**config.mk**
```make
export PLATFORM = sky130hd
export DESIGN_NAME = servo_angle_ramp_flat
export DESIGN_NICKNAME = d
export VERILOG_FILES = /design/src/rtl/servo_pkg.sv /design/src/rtl/servo_angle_ramp_if.sv /design/src/rtl/servo_ramp_channel.sv /design/src/rtl/servo_angle_ramp.sv /design/src/flat_wrapper.sv
export SDC_FILE = /design/constraint.sdc
export NUM_CORES = 1
export LEC_CHECK = 0
export ABC_AREA = 1
export CAP_MARGIN = 20
export CORE_MARGIN = 1
export CORE_UTILIZATION = 51
export DETAILED_ROUTE_END_ITERATION = 6
export DONT_BUFFER_PORTS = 1
export GPL_TIMING_DRIVEN = 0
export PLACE_DENSITY = 0.63
export SLEW_MARGIN = 20
export SYNTH_ARGS = -nofsm -noshare
export SYNTH_HDL_FRONTEND = slang
export SYNTH_HIERARCHICAL = 1
export SYNTH_SLANG_ARGS = --single-unit
```
**constraint.sdc**
```tcl
create_clock -name clk -period 15.8 [get_ports clk]
set_input_delay 2.37 -clock clk [delete_from_list [all_inputs] [get_ports clk]]
set_output_delay 2.37 -clock clk [all_outputs]
set_load 0.1 [all_outputs]
```
**src/rtl/servo_pkg.sv**
```systemverilog
// Shared types and angle arithmetic for the servo slew-rate limiter.
package servo_pkg;

    typedef logic [7:0] angle_t;

    localparam angle_t MAX_ANGLE  = 8'd180;
    localparam angle_t HOME_ANGLE = 8'd90;

    typedef enum logic [1:0] {
        IDLE  = 2'd0,
        RAMP  = 2'd1,
        PAUSE = 2'd2
    } ramp_state_t;

    function automatic angle_t clamp_angle(input angle_t a);
        return (a > MAX_ANGLE) ? MAX_ANGLE : a;
    endfunction

    // Move cur toward tgt by at most step; the 9-bit difference keeps the
    // comparison free of wrap so the result never passes the target.
    function automatic angle_t step_toward(input angle_t cur, input angle_t tgt,
                                           input angle_t step);
        logic [8:0] diff;
        if (cur < tgt) begin
            diff = {1'b0, tgt} - {1'b0, cur};
            return cur + ((diff > {1'b0, step}) ? step : diff[7:0]);
        end else if (cur > tgt) begin
            diff = {1'b0, cur} - {1'b0, tgt};
            return cur - ((diff > {1'b0, step}) ? step : diff[7:0]);
        end
        return cur;
    endfunction

endpackage

```
**src/rtl/servo_angle_ramp_if.sv**
```systemverilog
// Target/angle bus between the angle latch, the ramp limiter and the PWM generator.
interface servo_angle_ramp_if;
    import servo_pkg::*;

    logic       frame_tick;
    logic       enable;
    angle_t     target_angle1;
    angle_t     target_angle2;
    angle_t     target_angle3;
    angle_t     target_angle4;
    angle_t     angle1;
    angle_t     angle2;
    angle_t     angle3;
    angle_t     angle4;
    logic [3:0] moving;
    logic       all_settled;

    modport master (
        output frame_tick, enable,
        output target_angle1, target_angle2, target_angle3, target_angle4,
        input  angle1, angle2, angle3, angle4, moving, all_settled
    );

    modport slave (
        input  frame_tick, enable,
        input  target_angle1, target_angle2, target_angle3, target_angle4,
        output angle1, angle2, angle3, angle4, moving, all_settled
    );

endinterface

```
**src/rtl/servo_ramp_channel.sv**
```systemverilog
// One servo channel: clamps its target, steps its angle on step_strobe, flags mismatch.
module servo_ramp_channel
    import servo_pkg::*;
#(
    parameter angle_t STEP = 8'd1
) (
    input  logic   clk,
    input  logic   rst,
    input  logic   step_strobe,
    input  angle_t target,
    output angle_t angle,
    output logic   moving
);

    angle_t tgt_c;
    angle_t cur_d, cur_q;
    logic   moving_d, moving_q;

    always_comb begin
        // NOTE: every always_comb output gets a default first so no path leaves it unassigned (no latch).
        tgt_c = clamp_angle(target);
        cur_d = cur_q;
        if (step_strobe) begin
            cur_d = step_toward(cur_q, tgt_c, STEP);
        end
        moving_d = (cur_d != tgt_c);
    end

    always_ff @(posedge clk) begin
        // NOTE: state uses non-blocking assignments so all flops update from pre-edge values.
        if (rst) begin
            cur_q    <= HOME_ANGLE;
            moving_q <= 1'b0;
        end else begin
            cur_q    <= cur_d;
            moving_q <= moving_d;
        end
    end

    assign angle  = cur_q;
    assign moving = moving_q;

endmodule

```
**src/rtl/servo_angle_ramp.sv**
```systemverilog
// Slew-rate limiter: steps four servo angles toward their targets every FRAMES_PER_STEP PWM frames.
module servo_angle_ramp
    import servo_pkg::*;
#(
    parameter int unsigned STEP_DEG        = 1,
    parameter int unsigned FRAMES_PER_STEP = 1
) (
    input logic               clk,
    input logic               rst,
    servo_angle_ramp_if.slave bus
);

    localparam angle_t     STEP_A   = angle_t'(STEP_DEG);
    localparam logic [7:0] LAST_CNT = 8'(FRAMES_PER_STEP - 1);

    ramp_state_t state_d, state_q;
    logic [7:0]  frame_cnt_d, frame_cnt_q;
    logic        step_strobe;

    angle_t      tgt [4];
    angle_t      ang [4];
    logic [3:0]  mov;
    logic [3:0]  mismatch;
    logic [3:0]  lands;

    assign tgt[0] = bus.target_angle1;
    assign tgt[1] = bus.target_angle2;
    assign tgt[2] = bus.target_angle3;
    assign tgt[3] = bus.target_angle4;

    for (genvar i = 0; i < 4; i++) begin : gen_ch
        servo_ramp_channel #(.STEP(STEP_A)) u_ch (
            .clk        (clk),
            .rst        (rst),
            .step_strobe(step_strobe),
            .target     (tgt[i]),
            .angle      (ang[i]),
            .moving     (mov[i])
        );
    end

    // lands[i]: a step taken now would leave channel i exactly on its target.
    always_comb begin
        mismatch = '0;
        lands    = '0;
        for (int i = 0; i < 4; i++) begin
            mismatch[i] = (ang[i] != clamp_angle(tgt[i]));
            lands[i]    = (step_toward(ang[i], clamp_angle(tgt[i]), STEP_A) == clamp_angle(tgt[i]));
        end
    end

    always_comb begin
        state_d     = state_q;
        frame_cnt_d = frame_cnt_q;
        step_strobe = 1'b0;
        case (state_q)
            IDLE: begin
                if (bus.enable && |mismatch) begin
                    state_d     = RAMP;
                    frame_cnt_d = '0;
                end
            end
            RAMP: begin
                if (!bus.enable) begin
                    state_d = PAUSE;
                end else if (bus.frame_tick) begin
                    if (frame_cnt_q == LAST_CNT) begin
                        step_strobe = 1'b1;
                        frame_cnt_d = '0;
                        if (&lands) begin
                            state_d = IDLE;
                        end
                    end else begin
                        frame_cnt_d = frame_cnt_q + 8'd1;
                    end
                end
            end
            PAUSE: begin
                if (bus.enable) begin
                    state_d = RAMP;
                end
            end
            default: state_d = IDLE;
        endcase
    end

    always_ff @(posedge clk) begin
        if (rst) begin
            state_q     <= IDLE;
            frame_cnt_q <= '0;
        end else begin
            state_q     <= state_d;
            frame_cnt_q <= frame_cnt_d;
        end
    end

    assign bus.angle1      = ang[0];
    assign bus.angle2      = ang[1];
    assign bus.angle3      = ang[2];
    assign bus.angle4      = ang[3];
    assign bus.moving      = mov;
    assign bus.all_settled = ~|mov;

endmodule
```
**src/flat_wrapper.sv**
```systemverilog
// flat-port wrapper written by rule: the top's interface ports become plain ports
module servo_angle_ramp_flat import servo_pkg::*;
#(
    parameter int unsigned STEP_DEG        = 1,
    parameter int unsigned FRAMES_PER_STEP = 1
)
  (clk, rst, bus_frame_tick, bus_enable, bus_target_angle1, bus_target_angle2, bus_target_angle3, bus_target_angle4, bus_angle1, bus_angle2, bus_angle3, bus_angle4, bus_moving, bus_all_settled);
  servo_angle_ramp_if bus_i ();
  input logic clk;
  input logic rst;
  input wire logic [$bits(bus_i.frame_tick)-1:0] bus_frame_tick;
  input wire logic [$bits(bus_i.enable)-1:0] bus_enable;
  input wire logic [$bits(bus_i.target_angle1)-1:0] bus_target_angle1;
  input wire logic [$bits(bus_i.target_angle2)-1:0] bus_target_angle2;
  input wire logic [$bits(bus_i.target_angle3)-1:0] bus_target_angle3;
  input wire logic [$bits(bus_i.target_angle4)-1:0] bus_target_angle4;
  output wire logic [$bits(bus_i.angle1)-1:0] bus_angle1;
  output wire logic [$bits(bus_i.angle2)-1:0] bus_angle2;
  output wire logic [$bits(bus_i.angle3)-1:0] bus_angle3;
  output wire logic [$bits(bus_i.angle4)-1:0] bus_angle4;
  output wire logic [$bits(bus_i.moving)-1:0] bus_moving;
  output wire logic [$bits(bus_i.all_settled)-1:0] bus_all_settled;
  assign bus_i.frame_tick = bus_frame_tick;
  assign bus_i.enable = bus_enable;
  assign bus_i.target_angle1 = bus_target_angle1;
  assign bus_i.target_angle2 = bus_target_angle2;
  assign bus_i.target_angle3 = bus_target_angle3;
  assign bus_i.target_angle4 = bus_target_angle4;
  assign bus_angle1 = bus_i.angle1;
  assign bus_angle2 = bus_i.angle2;
  assign bus_angle3 = bus_i.angle3;
  assign bus_angle4 = bus_i.angle4;
  assign bus_moving = bus_i.moving;
  assign bus_all_settled = bus_i.all_settled;
  servo_angle_ramp #(.STEP_DEG(STEP_DEG), .FRAMES_PER_STEP(FRAMES_PER_STEP)) u_core (.clk(clk), .rst(rst), .bus(bus_i));
endmodule
```
==> reports/results.tsv <==
metric	value	unit
outcome	finished, final reports clean	
worstMarginPinSlew	1.13	ns
routedWlPerCell	14.6	um
cts_max_path_buffers	2	
p_int	361	uW
hold_viol	0	
grt_pass1_wl	62200	um
dieArea	27000	um2
cts-resized-gates	0	
clkPwrFrac	14.9	%
port_buffers	0	
clkTransAtPathRegs	0.07	ns
ys_seq_area_share	6.86	%
vias	14100	
place_hpwl	32300	um
antenna_found_initial	0	
pwr-share-seq	20.8	%
fp-row-count	59	
setup_viol	0	
worstPathMaxFanout	8	
yosys_warnings	6	
syn_avg_cell_area	5.83	um2
drive_gt1_share	11.3	%
slew_headroom	24.2	%
gp_congestion	0.943	
yosys_register_bits	46	
p_comb_share	64.3	%
arrival	7.62	ns
cp-end-kind	register	
post_drt_via_cell_ratio	5.33	
drt-pass1-iter-count	6	
drt_iter0_drc	901	
worst-setup-path-type	in -> reg	
p_leak	0.00803	uW
final_nets	2555	
area_growth	5.20	%
swShare	51.6	%
critPathSlowestCell	or4_1	
synth_edf_count	0	
period_needed	7.42	ns
grt-ovfl-total	0	
io_pins	73	
synthTopCellsByArea	ha_1 (17%), nand2_1 (17%), inv_1 (12%)	
final_cell_mix	nand2_1 (592), inv_1 (421), nor2_1 (195)	
synthArstFlopShare	0	%
critPathRequiredTime	16.00	ns
fp.dieW	164	um
numCtsBuffers	5	
peakVddDrop	0.0000421	V
pre_cts_ws	8.12	ns
wirelength	38800	um
fmax	135	MHz
die_height	164	um
ys.flop_type	dfxtp_1	
cts_sinks	46	
hold_class	reg -> reg	
cts_root_buf	clkbuf_16	
synth_area	13400	um2
p_switching	385	uW
slew_viol_final	0	
cts_max_level	2	
track_usage	28.7	%
period_share	47.0	%
synthCells	2304	
finalWorstSetupSlack	8.38	ns
cts_setup_buffers	0	
antenna_cells	0	
startpoint_type	input pin	
coreArea	25900	um2
yosysTopAreaCell	ha_1	
final_common_cell	nand2_1	
final.setup.tns	0	ns
drv_cap	0	
grt_max_degree	24	
cts_hold_buf	0	
cp_top_family	simple AND/OR/NAND/NOR gates	
cellPowerDensity	52.8	nW/um2
max_stage_delay	0.55	ns
grt_pass1_vias	12900	
crit_buf_inv	6	
drc	0	
synth_cell_type_count	57	
tritoncts	built	
insertion_delay	0.31	ns
ant_nets	0	
initial_utilization	51.8	%
grt_setup_unrepaired	false	
yosys.area.top_type_share	17.3	%
clock_skew	0.0100	ns
[routing by layer]
layer | up-vias | GRT usage, % | wire (um) | part of all wire (%)
met2 | 335 | 48.6 | 17500 | 45
met5 | - | 0 | 0 | 0
li1 | 7361 | - | - | -
met4 | 0 | 8.46 | 863 | 2.2
met3 | 56 | 4.39 | 2370 | 6.1
met1 | 6384 | 37.2 | 18100 | 47
[cell type report]
class / instances / area (um2)
fill: 2806 / 11800
buffer: 31 / 190
sequential: 46 / 961
clock inverter: 3 / 21.3
multi-input combinational: 1788 / 10700
clock buffer: 5 / 125
inverter: 442 / 1670
timing repair buffer: 3 / 67.6
tap: 335 / 419
[kinds of logic (layout without fill, tap and decap cells)]
family / Yosys count / in the layout / synth area share [%]
other: 5 / 8 / 0.140
AND/OR/NAND/NOR: 1230 / 1230 / 42.7
flip-flops: 46 / 46 / 6.86
XOR/XNOR: 77 / 77 / 5.02
AO/OA/AOI/OAI: 271 / 271 / 11.7
adder cells (fa/ha/maj): 202 / 202 / 19.7
buffers and inverters: 473 / 484 / 13.8
[power groups by stage]
stage	Sequential (uW)	Clock, uW	Combinational (uW)
finish	155	111	479
global route	156	119	545
CTS	155	114	475
detailed placement	158	0	473
global placement	158	0	462
floorplan	153	0	381
[registers in the layout (all words and copies together) (netlist names)]
name,cells
u_core/gen_ch.u_ch/angle,32
u_core/frame_cnt_q,8
u_core/state_q,2
u_core/gen_ch.u_ch/moving,4
[stage by stage]
| step | area [um2] | total power (uW) | hold slack [ns] | cells | utilization (%) |
|---|---|---|---|---|---|
| 3_3_place_gp | 13900 | 620 | 0.471 | 2642 | 53.5 |
| 4_1_cts | 14100 | 745 | 0.493 | 2653 | 54.5 |
| 2_1_floorplan | 13400 | 533 | 0.458 | 2307 | - |
| 6_report | 14100 | 746 | 0.497 | 2653 | 54.5 |
| 5_1_grt | 14100 | 820 | 0.512 | 2653 | 54.5 |
| 3_5_place_dp | 14000 | 631 | 0.485 | 2645 | 54.0 |
[worst paths after layout]
path | startpoint | slack (ns) | end | depth (start not counted)
max | bus_target_angle2[3] | 8.38 | u_core/state_q[0] | 37
min | u_core/frame_cnt_q[0] | 0.50 | u_core/frame_cnt_q[0] | 2
max reg2reg | u_core/gen_ch[1].u_ch/angle[5] | 10.39 | u_core/state_q[0] | 30
min reg2reg | u_core/frame_cnt_q[0] | 0.50 | u_core/frame_cnt_q[0] | 2
[worst reg2reg max path: cells and delay by family (launching register included)]
kind / cells / cell delay, ns
xor gates and xnor gates: 1 / 0.16
buffers and inverters: 4 / 0.35
DFF: 1 / 0.80
adders and majority gates: 3 / 0.92
and+or+nand+nor: 14 / 1.99
AOI/OAI and AO/OA: 8 / 1.09
[synthesized netlist by cell type (14+ instances only)]
| master | count |
|---|---|
| nand3_1 | 187 |
| inv_2 | 18 |
| buf_2 | 14 |
| xnor2_1 | 18 |
| a21oi_1 | 110 |
| inv_1 | 421 |
| o21ai_1 | 21 |
| nor2_1 | 196 |
| nor3_1 | 21 |
| fa_1 | 16 |
| ha_1 | 186 |
| nand2_1 | 592 |
| dfxtp_1 | 46 |
| nand4_1 | 55 |
| nand2_4 | 16 |
| or2_2 | 39 |
| o21ai_0 | 73 |
| nand2_2 | 51 |
| nand3_2 | 18 |
| xor2_1 | 59 |
Power figures use the tool's default switching activity.
